[config.mk]
export PLATFORM = sky130hd
export DESIGN_NAME = input_adapter_high_perf_flat
export DESIGN_NICKNAME = d
export VERILOG_FILES = /design/src/rtl/input_adapter_high_perf_if.sv /design/src/rtl/input_adapter_high_perf.sv /design/src/flat_wrapper.sv
export SDC_FILE = /design/constraint.sdc
export NUM_CORES = 1
export LEC_CHECK = 0
export CORE_MARGIN = 2
export CORE_UTILIZATION = 58
export CTS_CLUSTER_SIZE = 20
export DETAILED_ROUTE_END_ITERATION = 8
export GPL_TIMING_DRIVEN = 0
export PLACE_DENSITY = 0.87
export SLEW_MARGIN = 10
export SYNTH_ARGS = -nofsm -noshare
export SYNTH_HDL_FRONTEND = slang
export SYNTH_SLANG_ARGS = --single-unit
[constraint.sdc]
create_clock -name clk -period 10.9 [get_ports clk]
set_clock_uncertainty 0.05 [all_clocks]
set_input_delay 2.725 -clock clk [delete_from_list [all_inputs] [get_ports clk]]
set_output_delay 2.725 -clock clk [all_outputs]
set_load 0.02 [all_outputs]
[src/rtl/input_adapter_high_perf_if.sv]
// Ingress stream bundle: external 64-bit valid/ready input on one side and the
// framed word stream toward combined_top on the other.
interface input_adapter_high_perf_if;
  logic        valid_i;
  logic        ready_i;
  logic [63:0] data_i;
  logic        core_valid_o;
  logic        core_ready_o;
  logic [63:0] core_data_o;
  logic        core_last_o;

  // Adapter side: consumes the external stream, produces the core stream.
  modport slave (
    input  valid_i,
    input  data_i,
    input  core_ready_o,
    output ready_i,
    output core_valid_o,
    output core_data_o,
    output core_last_o
  );

  // Environment side: drives the external stream and the core back-pressure.
  modport master (
    output valid_i,
    output data_i,
    output core_ready_o,
    input  ready_i,
    input  core_valid_o,
    input  core_data_o,
    input  core_last_o
  );
endinterface

[src/rtl/input_adapter_high_perf.sv]
// Ingress adapter for the high-performance Dilithium top. Frames the external
// 64-bit stream per operation, tags the final word and forwards everything to
// the core through a registered two-entry skid stage.
//
// state    | meaning
// ---------+-------------------------------------------------------------
// S_IDLE   | no frame active, input blocked
// S_HEADER | waiting for the header word carrying mlen (sign / verify)
// S_STREAM | forwarding words, remaining counts words still to accept
// S_DONE   | last word delivered to the core, in_done held
// S_ERR    | illegal operation or oversized mlen, in_error held
module input_adapter_high_perf #(
  parameter int CNT_W          = 24,
  parameter int MAX_MLEN_BYTES = 1048576
) (
  input  logic                        clk,
  input  logic                        rst,
  input  logic                        start,
  input  logic [1:0]                  mode,
  input  logic [2:0]                  sec_lvl,
  input_adapter_high_perf_if.slave    bus,
  output logic                        in_done,
  output logic                        in_error
);

  localparam logic [1:0] MODE_KEYGEN = 2'd0;
  localparam logic [1:0] MODE_VERIFY = 2'd1;
  localparam logic [1:0] MODE_SIGN   = 2'd2;
  localparam logic [1:0] MODE_ILLEGAL = 2'd3;

  typedef enum logic [2:0] {
    S_IDLE,
    S_HEADER,
    S_STREAM,
    S_DONE,
    S_ERR
  } state_t;

  state_t           state;
  logic [1:0]       mode_q;
  logic [2:0]       lvl_q;
  logic [CNT_W-1:0] remaining;

  // Skid entry 0 is the core-facing output register itself; entry 1 is the
  // overflow slot that absorbs the word in flight when the core stalls.
  logic [1:0]       skid_cnt;
  logic [63:0]      skid_data1;
  logic             skid_last1;

  logic             hs_in;
  logic             hs_core;
  logic             push_last;
  logic             mlen_bad;
  logic             start_legal;
  logic [31:0]      mlen;
  logic [32:0]      m_words;
  logic [CNT_W-1:0] hdr_total;
  logic [CNT_W-1:0] rem_dec;
  logic [1:0]       cnt_n;
  logic [63:0]      head_data_n;
  logic             head_last_n;
  logic [63:0]      tail_data_n;
  logic             tail_last_n;

  // Key material words that follow the message (SK for sign, PK+SIG for verify).
  function automatic logic [CNT_W-1:0] fixed_words(input logic [1:0] md,
                                                   input logic [2:0] lvl);
    logic [CNT_W-1:0] w;
    w = '0;
    if (md == MODE_SIGN) begin
      case (lvl)
        3'd2:    w = CNT_W'(316);
        3'd3:    w = CNT_W'(500);
        3'd5:    w = CNT_W'(608);
        default: w = '0;
      endcase
    end else if (md == MODE_VERIFY) begin
      case (lvl)
        3'd2:    w = CNT_W'(164 + 303);
        3'd3:    w = CNT_W'(244 + 412);
        3'd5:    w = CNT_W'(324 + 575);
        default: w = '0;
      endcase
    end
    return w;
  endfunction

  // Handshake decode, header arithmetic and remaining-count update.
  always_comb begin
    hs_in       = bus.valid_i & bus.ready_i;
    hs_core     = bus.core_valid_o & bus.core_ready_o;
    mlen        = bus.data_i[31:0];
    m_words     = ({1'b0, mlen} + 33'd7) >> 3;
    hdr_total   = CNT_W'(m_words) + fixed_words(mode_q, lvl_q);
    mlen_bad    = (mlen > 32'(MAX_MLEN_BYTES));
    push_last   = (state == S_STREAM) && (remaining == CNT_W'(1));
    rem_dec     = (hs_in && (remaining != '0)) ? remaining - CNT_W'(1) : remaining;
    start_legal = (mode != MODE_ILLEGAL) &&
                  ((sec_lvl == 3'd2) || (sec_lvl == 3'd3) || (sec_lvl == 3'd5));
  end

  // Next contents of the skid stage for every push/pop combination.
  always_comb begin
    cnt_n       = skid_cnt;
    head_data_n = bus.core_data_o;
    head_last_n = bus.core_last_o;
    tail_data_n = skid_data1;
    tail_last_n = skid_last1;
    case ({hs_in, hs_core})
      2'b11: begin
        if (skid_cnt == 2'd2) begin
          head_data_n = skid_data1;
          head_last_n = skid_last1;
          tail_data_n = bus.data_i;
          tail_last_n = push_last;
        end else begin
          head_data_n = bus.data_i;
          head_last_n = push_last;
        end
      end
      2'b10: begin
        if (skid_cnt == 2'd0) begin
          head_data_n = bus.data_i;
          head_last_n = push_last;
        end else begin
          tail_data_n = bus.data_i;
          tail_last_n = push_last;
        end
        cnt_n = skid_cnt + 2'd1;
      end
      2'b01: begin
        head_data_n = skid_data1;
        head_last_n = skid_last1;
        cnt_n       = skid_cnt - 2'd1;
      end
      default: ;
    endcase
  end

  // Frame FSM, skid registers and all registered outputs.
  always_ff @(posedge clk or posedge rst) begin
    if (rst) begin
      state            <= S_IDLE;
      mode_q           <= '0;
      lvl_q            <= '0;
      remaining        <= '0;
      skid_cnt         <= '0;
      skid_data1       <= '0;
      skid_last1       <= 1'b0;
      bus.ready_i      <= 1'b0;
      bus.core_valid_o <= 1'b0;
      bus.core_data_o  <= '0;
      bus.core_last_o  <= 1'b0;
      in_done          <= 1'b0;
      in_error         <= 1'b0;
    end else if (start) begin
      // A new start always wins: anything in flight is dropped.
      mode_q           <= mode;
      lvl_q            <= sec_lvl;
      skid_cnt         <= '0;
      bus.core_valid_o <= 1'b0;
      bus.core_last_o  <= 1'b0;
      in_done          <= 1'b0;
      if (!start_legal) begin
        state       <= S_ERR;
        remaining   <= '0;
        bus.ready_i <= 1'b0;
        in_error    <= 1'b1;
      end else begin
        in_error    <= 1'b0;
        bus.ready_i <= 1'b1;
        if (mode == MODE_KEYGEN) begin
          state     <= S_STREAM;
          remaining <= CNT_W'(4);
        end else begin
          state     <= S_HEADER;
          remaining <= '0;
        end
      end
    end else begin
      case (state)
        S_HEADER, S_STREAM: begin
          skid_cnt         <= cnt_n;
          skid_data1       <= tail_data_n;
          skid_last1       <= tail_last_n;
          bus.core_valid_o <= (cnt_n != 2'd0);
          bus.core_data_o  <= head_data_n;
          bus.core_last_o  <= head_last_n;
          bus.ready_i      <= (cnt_n != 2'd2);
          if (state == S_HEADER) begin
            if (hs_in) begin
              if (mlen_bad) begin
                state            <= S_ERR;
                in_error         <= 1'b1;
                skid_cnt         <= '0;
                bus.core_valid_o <= 1'b0;
                bus.core_last_o  <= 1'b0;
                bus.ready_i      <= 1'b0;
              end else begin
                state     <= S_STREAM;
                remaining <= hdr_total;
              end
            end
          end else begin
            remaining <= rem_dec;
            // Word budget spent: block surplus input from the next cycle on.
            if (rem_dec == '0) begin
              bus.ready_i <= 1'b0;
            end
            if (hs_core && bus.core_last_o) begin
              state            <= S_DONE;
              in_done          <= 1'b1;
              skid_cnt         <= '0;
              bus.core_valid_o <= 1'b0;
              bus.core_last_o  <= 1'b0;
              bus.ready_i      <= 1'b0;
            end
          end
        end
        default: begin
          skid_cnt         <= '0;
          bus.core_valid_o <= 1'b0;
          bus.core_last_o  <= 1'b0;
          bus.ready_i      <= 1'b0;
        end
      endcase
    end
  end

endmodule

[src/flat_wrapper.sv]
// flat-port wrapper written by rule: the top's interface ports become plain ports
module input_adapter_high_perf_flat 
#(
  parameter int CNT_W          = 24,
  parameter int MAX_MLEN_BYTES = 1048576
)
  (clk, rst, start, mode, sec_lvl, in_done, in_error, bus_valid_i, bus_data_i, bus_core_ready_o, bus_ready_i, bus_core_valid_o, bus_core_data_o, bus_core_last_o);
  input_adapter_high_perf_if bus_i ();
  input  logic clk;
  input  logic rst;
  input  logic start;
  input  logic [1:0] mode;
  input  logic [2:0] sec_lvl;
  output logic in_done;
  output logic in_error;
  input wire logic [$bits(bus_i.valid_i)-1:0] bus_valid_i;
  input wire logic [$bits(bus_i.data_i)-1:0] bus_data_i;
  input wire logic [$bits(bus_i.core_ready_o)-1:0] bus_core_ready_o;
  output wire logic [$bits(bus_i.ready_i)-1:0] bus_ready_i;
  output wire logic [$bits(bus_i.core_valid_o)-1:0] bus_core_valid_o;
  output wire logic [$bits(bus_i.core_data_o)-1:0] bus_core_data_o;
  output wire logic [$bits(bus_i.core_last_o)-1:0] bus_core_last_o;
  assign bus_i.valid_i = bus_valid_i;
  assign bus_i.data_i = bus_data_i;
  assign bus_i.core_ready_o = bus_core_ready_o;
  assign bus_ready_i = bus_i.ready_i;
  assign bus_core_valid_o = bus_i.core_valid_o;
  assign bus_core_data_o = bus_i.core_data_o;
  assign bus_core_last_o = bus_i.core_last_o;
  input_adapter_high_perf #(.CNT_W(CNT_W), .MAX_MLEN_BYTES(MAX_MLEN_BYTES)) u_core (.clk(clk), .rst(rst), .start(start), .mode(mode), .sec_lvl(sec_lvl), .bus(bus_i), .in_done(in_done), .in_error(in_error));
endmodule
==> run_results.csv <==
group,metric,value,unit
run_status,status,"finished, final reports clean",
cts,cts_resized,0,
synthesis,ys.flop_type,"dfrtp_1",
placed_design,dp_hpwl,20.33,mm
sta,hold_ws,0.4278,ns
floorplanning,die_height,134.7,um
synthesis,synthTopCellsByArea,"dfrtp_1 (42%), mux2_2 (7.6%), nand2_1 (5.9%)",
floorplanning,dieArea,18160,sq um
floorplanning,io_pins,143,
finish,diodes,0,
floorplanning,rows,47,
power_and_ir_drop,p_clk_frac,0.270,
cts,clock_path_buffers,2,
cts,cts_tree,"yes",
placed_design,port_buffers,135,
synthesis,yosys_warnings,0,
synthesis,synth_mux_area_frac,0.08115,
cts,cts_buffers,17,
global_routing,antenna_found_initial,0,
sta,clock.fmax,159.7,MHz
cts,holdBufCountCts,0,
synthesis,synth_commonest_cells,"dfrtp_1 (168), nand2_1 (156), clkbuf_1 (72), mux2_2 (67), a21o_1 (59)",
power_and_ir_drop,switching_power,0.7869,mW
worst_setup_path,crit_type,"in2reg",
finish,synthToLayoutAreaGrowth,22.44,%
cts,clock_latency,0.44,ns
drt,wl,28.51,mm
global_routing,first_global_vias,8857,
worst_setup_path,path_delay_family,"simple AND/OR/NAND/NOR gates",
synthesis,synthAdderAreaFrac,0.02448,
worst_setup_path,worstPathCellList,"clkdlybuf4s50_1, nor3_1, nor2b_1, xor2_1, inv_1, fa_1, nor2b_1, o21bai_1, a311oi_1, o21ai_0, maj3_1, and3_1, or3_1",
floorplanning,die_w,134.7,um
sta,setup_tns,0,ns
finish,nNetsFinal,1293,
synthesis,synthXorXnorAreaFrac,0.03092,
sta,slew_violations,0,
drt,drtAntennaViolNets,0,
sta,rsz0062_at_grt,"no",
synthesis,synth_seq_cells,168,
sta,fin_crit,6.262,ns
drt,viasPerCell,6.580,
worst_setup_path,setup.worst_path.end_class,"register",
worst_setup_path,cp.arrival,6.52,ns
global_routing,grtUsageMet2,0.5152,
placed_design,place_congestion,0.9492,
synthesis,synth_cell_types,70,
power_and_ir_drop,switching_share,0.3566,
sta,worstMarginPinSlew,0.8039,ns
synthesis,yosys.area_share.simple,0.1588,
global_routing,grt_max_degree,90,
cts,h-tree-depth,4,
global_routing,track_usage,0.3167,
worst_setup_path,startpoint,"bus_data_i[2]",
synthesis,synth_nets,1138,
global_routing,gr-max-usage-layer,"met2",
sta,finalSetupViolCount,0,
floorplanning,start_util,0.5957,
synthesis,ys_async_sr_fraction,1.000,
cts,clk_pin_slew,0.07,ns
synthesis,yosysTopAreaCell,"dfrtp_1",
power_and_ir_drop,seq_power_share,0.372,
synthesis,synth_compound_area_frac,0.2389,
drt,first_iter_violations,1003,
sta,slew_headroom,0.4629,
worst_setup_path,critPathRequiredTime,11.16,ns
synthesis,synth_top_area_share,0.4240,
finish,drive_gt1_frac,0.09893,
finish,fin_area,12140,sq um
worst_setup_path,reg2reg_depth,15,
placed_design,dpl-instance-area,11580,sq um
synthesis,seq_area_frac_synth,0.4240,
worst_hold_path,hold_path_class,"reg2reg",
global_routing,grt_pass1_wl,45.76,mm
synthesis,avgSynthCellArea,9.478,sq um
worst_setup_path,cp_max_fo,6,
synthesis,synth_edf_count,0,
power_and_ir_drop,p_per_area,181.8,nW/um^2
drt,vias,9429,
cts,root_buffer,"clkbuf_16",
worst_setup_path,cpMaxStageDelayCell,"clkdlybuf4s50_1",
floorplanning,core_area,16640,sq um
finish,utilization,0.7294,
sta,hold_viol,0,
synthesis,syn-instance-count,1046,
worst_hold_path,hold_start,"u_core.bus.core_data_o[10]",
synthesis,syn_area,9915,sq um
worst_setup_path,cp.buffers_inverters,2,
power_and_ir_drop,p_int,1.420,mW
drt,drt_drc_violations_left,0,
job,cap_violations,0,
cts,cts.sinks,168,
global_routing,grt_overflow,0,
global_routing,gr-usage-met1,0.4301,
cts,cts_setup_buffers,0,
worst_setup_path,worst_path_most_repeated_cell,"nor2b_1",
synthesis,synth_most_common_cell,"dfrtp_1",
power_and_ir_drop,p_comb_frac,0.358,
worst_hold_path,hold_depth,1,
power_and_ir_drop,peakVddDrop,0.1320,mV
worst_setup_path,slowest_delay,0.49,ns
worst_setup_path,start_kind,"input port",
synthesis,synth_top_family_by_area,"compound AO/OA/AOI/OAI gates",
drt,routedWlPerCell,19.89,um
sta,min_period_over_period,0.5745,
worst_setup_path,worstReg2RegStart,"u_core.lvl_q[2]",
worst_setup_path,cp.depth,13,
global_routing,grtUsageMet3,0.06532,
power_and_ir_drop,p_leak,5.529,nW
drt,first_pass_iters,6,
-- per-layer routing --
layer	wire length [um]	vias to the layer above
met5	0	-
met4	680	0
met3	2737	65
met2	13650	522
met1	11440	4605
li1	-	4237
-- registers in the layout, indices dropped and copies added, names as in the netlist --
register / cells
u_core.in_error: 1
u_core.skid_last1: 1
u_core.lvl_q: 3
u_core.bus.core_last_o: 1
u_core.remaining: 24
u_core.mode_q: 2
u_core.bus.ready_i: 1
u_core.bus.core_data_o: 64
u_core.in_done: 1
u_core.bus.core_valid_o: 1
u_core.skid_cnt: 2
u_core.skid_data1: 64
u_core.state: 3
-- path summary, 6_finish.rpt --
kind	end	slack (ns)
hold / removal	u_core.bus.core_data_o[10]	0.43
min in group asynchronous	u_core.skid_data1[40]	2.70
hold reg to reg	u_core.bus.core_data_o[10]	0.43
setup reg to reg	u_core.remaining[14]	6.94
max in group asynchronous	u_core.remaining[9]	7.25
setup / recovery	u_core.remaining[14]	4.64
-- area by class of cell --
class                      count  area (sq um)
fill                        1222          4503
tap                          220         275.3
clock inverter                14         137.6
clock buffer                  17         425.4
inverter                      23         93.84
sequential                   168          4204
timing repair buffer         136          1379
multi-input combinational    771          5296
buffer                        84         327.8
-- metrics by stage --
| step | total power, mW | cells | setup WS [ns] |
|---|---|---|---|
| after global routing | 2.304 | 1433 | 4.455 |
| after CTS | 2.204 | 1433 | 4.723 |
| final | 2.207 | 1433 | 4.638 |
| after global placement | 1.596 | 1401 | 1.321 |
| after detailed placement | 1.610 | 1402 | 4.280 |
| after floorplan | 1.267 | 1046 | 3.578 |
-- cell families (layout without fill, tap and decap cells) --
logic type                 after synthesis  in the layout
AOI/OAI and AO/OA                      323            323
xor gates and xnor gates                35             35
adders and majority gates               19             19
buffers and inverters                  107            274
DFF                                    168            168
muxes                                   72             72
and+or+nand+nor                        322            322
-- power by group through the flow --
stage / logic [mW] / registers (mW) / clock network, mW
global route: 0.847 / 0.833 / 0.624
finish: 0.790 / 0.821 / 0.596
global placement: 0.769 / 0.826 / 0
CTS: 0.787 / 0.820 / 0.597
detailed placement: 0.781 / 0.829 / 0
floorplan: 0.329 / 0.938 / 0
-- layout by cell type (no fill, tap or decap), types with 13 or more instances in the layout --
cell,Yosys,final
ha_1,17,17
mux2_2,67,67
a21o_1,59,59
nand4_1,13,13
nand3_1,13,13
xnor2_1,28,28
clkbuf_1,72,72
a22oi_1,13,13
a221oi_1,53,53
o21ai_0,51,51
clkbuf_16,0,17
nor3_1,21,21
a21oi_1,36,36
a311oi_1,57,57
nand2_1,156,156
nor2_1,46,46
clkdlybuf4s50_1,0,135
dfrtp_1,168,168
inv_1,22,21
Note: power is estimated with default switching activity, not from simulation.
